$ cat config.mk
export PLATFORM = sky130hd
export DESIGN_NAME = imem_injector
export DESIGN_NICKNAME = d
export VERILOG_FILES = /design/src/rtl/imem_injector.sv
export SDC_FILE = /design/constraint.sdc
export NUM_CORES = 1
export LEC_CHECK = 0
export ABC_AREA = 1
export ABC_CLOCK_PERIOD_IN_PS = 3200
export CORE_UTILIZATION = 52
export DETAILED_ROUTE_END_ITERATION = 6
export GPL_TIMING_DRIVEN = 0
export PLACE_DENSITY = 0.79
export SYNTH_ARGS = -nofsm -noshare
export SYNTH_HDL_FRONTEND = slang
export SYNTH_SLANG_ARGS = --single-unit
$ cat constraint.sdc
create_clock -name clk -period 3.2 [get_ports clk]
set_input_delay 0.64 -clock clk [delete_from_list [all_inputs] [get_ports clk]]
set_output_delay 0.64 -clock clk [all_outputs]
set_load 0.005 [all_outputs]
$ cat src/rtl/imem_injector.sv
// Instruction-fetch responder: serves host-queued words on each new fetch, NOP when
// empty, and flags non-sequential fetch addresses (redirects) for hardware checking.

// Generic single-clock queue with wrap-bit pointers and a head peek port.
// Latency: a written word is visible at rd_dat one cycle after the write edge.
// Backpressure: writes are dropped while full; flush empties the queue at the edge.
module imem_fifo #(
  parameter int WIDTH = 32,
  parameter int DEPTH = 8
) (
  input  logic                     clk,
  input  logic                     rst,
  input  logic                     flush,
  input  logic                     wr_vld,
  input  logic [WIDTH-1:0]         wr_dat,
  input  logic                     rd_rdy,
  output logic                     rd_vld,
  output logic [WIDTH-1:0]         rd_dat,
  output logic                     full,
  output logic [$clog2(DEPTH):0]   level
);

  localparam int AW = $clog2(DEPTH);

  logic [WIDTH-1:0] mem [DEPTH];
  logic [AW:0]      wr_ptr;
  logic [AW:0]      rd_ptr;
  logic             wr_en;
  logic             rd_en;

  assign level  = wr_ptr - rd_ptr;
  assign full   = (level == (AW+1)'(DEPTH));
  assign rd_vld = (level != '0);
  assign rd_dat = mem[rd_ptr[AW-1:0]];
  assign wr_en  = wr_vld & ~full;
  assign rd_en  = rd_rdy & rd_vld;

  always_ff @(posedge clk) begin
    if (rst || flush) begin
      wr_ptr <= '0;
      rd_ptr <= '0;
    end else begin
      if (wr_en) wr_ptr <= wr_ptr + 1'b1;
      if (rd_en) rd_ptr <= rd_ptr + 1'b1;
    end
  end

  // Storage carries no reset; only the pointers define what is valid.
  always_ff @(posedge clk) begin
    if (wr_en && !flush && !rst) mem[wr_ptr[AW-1:0]] <= wr_dat;
  end

endmodule

// Fetch responder top: queue head on a new fetch address, NOP if empty, held word on stall.
// Latency: data is combinational from imem_addr_i; redirect flag/PC register one cycle later.
// Backpressure: inj_ready_o low while full, flushing or in reset; ready ignores same-cycle pops.
module imem_injector #(
  parameter int          DEPTH     = 8,
  parameter logic [31:0] NOP_INSTR = 32'h0000_0013,
  parameter int          CNT_W     = 16
) (
  input  logic                     clk,
  input  logic                     rst,
  input  logic                     inj_valid_i,
  input  logic [31:0]              inj_data_i,
  output logic                     inj_ready_o,
  input  logic                     flush_i,
  input  logic [31:0]              imem_addr_i,
  output logic [31:0]              imem_data_o,
  output logic                     redirect_o,
  output logic [31:0]              redirect_pc_o,
  output logic [CNT_W-1:0]         fetch_count_o,
  output logic [$clog2(DEPTH):0]   level_o
);

  logic [31:0] last_addr_q;
  logic        first_q;
  logic [31:0] cur_q;

  logic        q_full;
  logic        head_vld;
  logic [31:0] head_dat;
  logic        push_vld;
  logic        pop_vld;
  logic        fetch_stb;
  logic        redirect_d;

  assign inj_ready_o = ~q_full & ~flush_i & ~rst;
  assign push_vld    = inj_valid_i & inj_ready_o;

  // A held address is a stall, not a new fetch; the first fetch after reset/flush always counts.
  assign fetch_stb   = first_q | (imem_addr_i != last_addr_q);
  assign pop_vld     = fetch_stb & head_vld & ~flush_i;
  assign redirect_d  = fetch_stb & ~first_q & (imem_addr_i != (last_addr_q + 32'd4));

  always_comb begin
    imem_data_o = cur_q;
    if (rst) begin
      imem_data_o = NOP_INSTR;
    end else if (fetch_stb) begin
      imem_data_o = head_vld ? head_dat : NOP_INSTR;
    end
  end

  imem_fifo #(
    .WIDTH (32),
    .DEPTH (DEPTH)
  ) u_queue (
    .clk    (clk),
    .rst    (rst),
    .flush  (flush_i),
    .wr_vld (push_vld),
    .wr_dat (inj_data_i),
    .rd_rdy (pop_vld),
    .rd_vld (head_vld),
    .rd_dat (head_dat),
    .full   (q_full),
    .level  (level_o)
  );

  always_ff @(posedge clk) begin
    if (rst) begin
      last_addr_q <= '0;
      first_q     <= 1'b1;
      cur_q       <= NOP_INSTR;
    end else if (flush_i) begin
      last_addr_q <= fetch_stb ? imem_addr_i : last_addr_q;
      first_q     <= 1'b1;
      cur_q       <= NOP_INSTR;
    end else if (fetch_stb) begin
      last_addr_q <= imem_addr_i;
      first_q     <= 1'b0;
      cur_q       <= imem_data_o;
    end
  end

  always_ff @(posedge clk) begin
    if (rst) begin
      redirect_o    <= 1'b0;
      redirect_pc_o <= '0;
    end else begin
      redirect_o <= redirect_d;
      if (redirect_d) redirect_pc_o <= imem_addr_i;
    end
  end

  always_ff @(posedge clk) begin
    if (rst) begin
      fetch_count_o <= '0;
    end else if (pop_vld && (fetch_count_o != {CNT_W{1'b1}})) begin
      fetch_count_o <= fetch_count_o + 1'b1;
    end
  end

endmodule

==> out/qor.txt <==
=================================================================================================
Outcome                                                                              finished with violations
Violations in the final reports                                                      negative setup slack
Total leakage power                                                                       8.42 nW
Number of max-cap violations                                                                    0
Final worst-path cycle share                                                                 1.13
Count of endpoints failing setup in the final report                                           32
Critical path data required time                                                          2.56 ns
Final-report hold violation count                                                               0
Max clock buf depth                                                                             3
Worst setup slack before clock tree synthesis                                            -1.46 ns
Achievable clock frequency                                                                276 MHz
Area growth from synthesis to layout                                                        29.3%
Data arrival, critical path                                                               2.98 ns
Die boundary width                                                                    183 microns
DRC marker count from the first detailed-route iteration                                     1415
Gr usage total                                                                              0.280
Initial core utilization                                                                    0.527
Floorplan die area                                                                    33600 sq um
Total clock buffers created by CTS                                                             39
Pin count of the biggest net entering global routing                                           24
Startpoint Class                                                                        flip-flop
Post-route antenna net violation count                                                          0
Net count of the mapped netlist                                                              1905
Vias after detailed routing                                                                 14400
Critical setup path kind                                                             flip-flop to output port
Netlist area before placement                                                         17100 sq um
Final number of max-transition violations                                                       0
Overall routed net length                                                                 50.4 mm
Share of the yosys chip area belonging to registers                                         0.596
Synth top area share                                                                        0.450
Remaining max-slew budget at the tightest pin                                               0.247
Average cell area after synthesis                                                      9.35 sq um
# IOs                                                                                         154
Number of nets at the end of the flow                                                        2161
Clock tree from TritonCTS                                                                    done
Transition time of the tightest slew-check pin                                            1.13 ns
Synthesized flop and latch total                                                              381
CTS Root Buffer Type                                                                    clkbuf_16
First-pass DRT Iterations                                                                       6
IR drop worst, VDD                                                                       0.484 mV
Cell area power density                                                               591 nW/um^2
Total power of the final layout                                                           13.1 mW
Worst setup skew after layout                                                           0.0190 ns
Cell type with the largest total area after synthesis                                    edfxtp_1
Number of diodes                                                                                0
Time the final worst path needs with I/O delays and setup                                 3.62 ns
Final setup margin                                                                      -0.417 ns
Antenna violations before repair                                                                0
Via/cell ratio                                                                               5.63
Hold/Removal Path Class                                                              input pin to flip-flop
Sum Neg Setup Slack                                                                      -7.97 ns
Total core area                                                                       32500 sq um
Fraction of final layout cells sized beyond drive strength 1                                0.214
Number of warnings issued by yosys                                                              0
Vias in the first global route                                                              13600
Worst-Skew Late Latency                                                                   0.56 ns
Gate count after technology mapping                                                          1829
DRC                                                                                             0
Die span in y                                                                         183 microns
Clock H-tree levels                                                                             2
Unrepaired setup endpoints after global routing                                               yes
Number of port buffers                                                                        152
Clock sink count                                                                              381
Final weighted congestion of routability-driven global placement                            0.898
Number of distinct library cell variants in the gate-level netlist after synthesis             34
Leading cell types by total area after synthesis                                     edfxtp_1, dfxtp_1, nand2_1
Wire length of the first global-routing pass                                              72.4 mm
CTS clock-pin slew for the worst setup and hold paths                                     0.06 ns
Final design area excluding fillers                                                   22100 sq um
Residual overflow from global routing                                                           0
Hold slack                                                                               0.393 ns
Crit-path max FO                                                                                5
Routed length per placed instance                                                    19.7 microns
Critical path capture point type                                                      output port
Post-DP HPWL                                                                              30.7 mm
Count of standard-cell rows                                                                    66
Post-DP Area                                                                          19400 sq um
=================================================================================================
==> synthesized netlist by cell type, drive strengths merged <==
cell / count
nor3b: 1
ha: 7
mux2: 58
clkinv: 1
fa: 1
buf: 32
nand3b: 6
o21bai: 2
mux2i: 6
or2: 1
nand3: 65
o211ai: 6
nand2: 357
inv: 228
nand4: 10
dfxtp: 125
o21ai: 138
a21oi: 154
and2: 1
xor2: 23
clkbuf: 59
edfxtp: 256
nor2: 232
nor4: 3
a31oi: 29
nor3: 10
xnor2: 18
==> where the power goes <==
part           switching (mW)  leakage, nW  total [mW]  internal [mW]
Clock                    1.95        0.640        4.67           2.72
Combinational            1.71         4.44        2.97           1.26
Sequential             0.0733         3.34        5.44           5.37
Total                    3.73         8.42        13.1           9.34
==> critical path: stages, from the launching register on <==
cell     delay (ns)
dfxtp_2        0.32
inv_2          0.08
ha_4           0.15
inv_4          0.03
fa_2           0.34
xor2_2         0.20
nor3_2         0.08
inv_1          0.09
nor2_4         0.05
buf_12         0.14
buf_8          0.14
buf_6          0.14
nor2_1         0.20
nand2_1        0.13
a21oi_2        0.19
buf_2          0.14
==> cells by family after synthesis <==
kind of cell | Yosys count | synth area share
AND/OR/NAND/NOR | 686 | 0.162
XOR/XNOR | 41 | 0.0210
multiplexers | 64 | 0.0417
flip-flops | 381 | 0.596
buffers and inverters | 320 | 0.0730
adder cells (fa/ha/maj) | 8 | 0.00629
AO/OA/AOI/OAI | 329 | 0.0996
==> final cells by class <==
| type | instances | area, sq um |
|---|---|---|
| repair buffers | 218 | 2130 |
| well taps | 442 | 553 |
| multi-input cells | 1128 | 6450 |
| fillers | 2277 | 10300 |
| flip-flops and latches | 381 | 10200 |
| clock buffers | 48 | 1030 |
| inverters | 229 | 870 |
| plain buffers | 88 | 586 |
| clock inverters | 24 | 285 |
==> registers in the layout, indices dropped and copies added (netlist names), named ones only <==
signal	flops
u_queue.mem	256
cur_q	32
last_addr_q	32
redirect_pc_o	32
fetch_count_o	16
u_queue.rd_ptr	4
u_queue.wr_ptr	4
first_q	1
redirect_o	1
==> through the flow <==
| step | std cells | utilization |
|---|---|---|
| floorplan | 1829 | - |
| global placement | 2423 | 0.591 |
| detailed placement | 2431 | 0.599 |
| CTS | 2534 | 0.662 |
| global route | 2558 | 0.681 |
| finish | 2558 | 0.681 |
==> cell usage in the layout, fill, tap and decap left out, types with 44 or more instances in the layout <==
cell and n:
nand3_1 65, nor2_1 154, nand2_1 337, inv_1 214
buf_4 48, clkbuf_1 44, o21ai_0 135, a21oi_1 125
mux2_2 58, dfxtp_1 112, edfxtp_1 256, clkdlybuf4s50_1 88
==> per-layer routing <==
metal,track usage,part of all wire,up-vias
li1,-,-,6555
met1,0.351,0.39,6843
met2,0.478,0.48,826
met3,0.0433,0.080,181
met4,0.127,0.045,0
met5,0,0,-
==> path summary, 6_finish.rpt <==
check             slack [ns]  cells after the start         startpoint            endpoint
hold reg to reg         0.48                      2  redirect_pc_o[15]   redirect_pc_o[15]
setup reg to reg        0.12                     11  u_queue.rd_ptr[1]  u_queue.mem[3][25]
setup / recovery       -0.42                     15  u_queue.wr_ptr[0]      imem_data_o[8]
hold / removal          0.39                      3    imem_addr_i[13]     last_addr_q[13]
==> timing repair <==
action,in CTS,in global routing
pin swaps,64,59
hold buffers,0,0
setup endpoints to repair,225,234
buffers inserted,26,28
resized for setup,340,131
gates cloned,5,1
(Power assumes the default switching activity.)
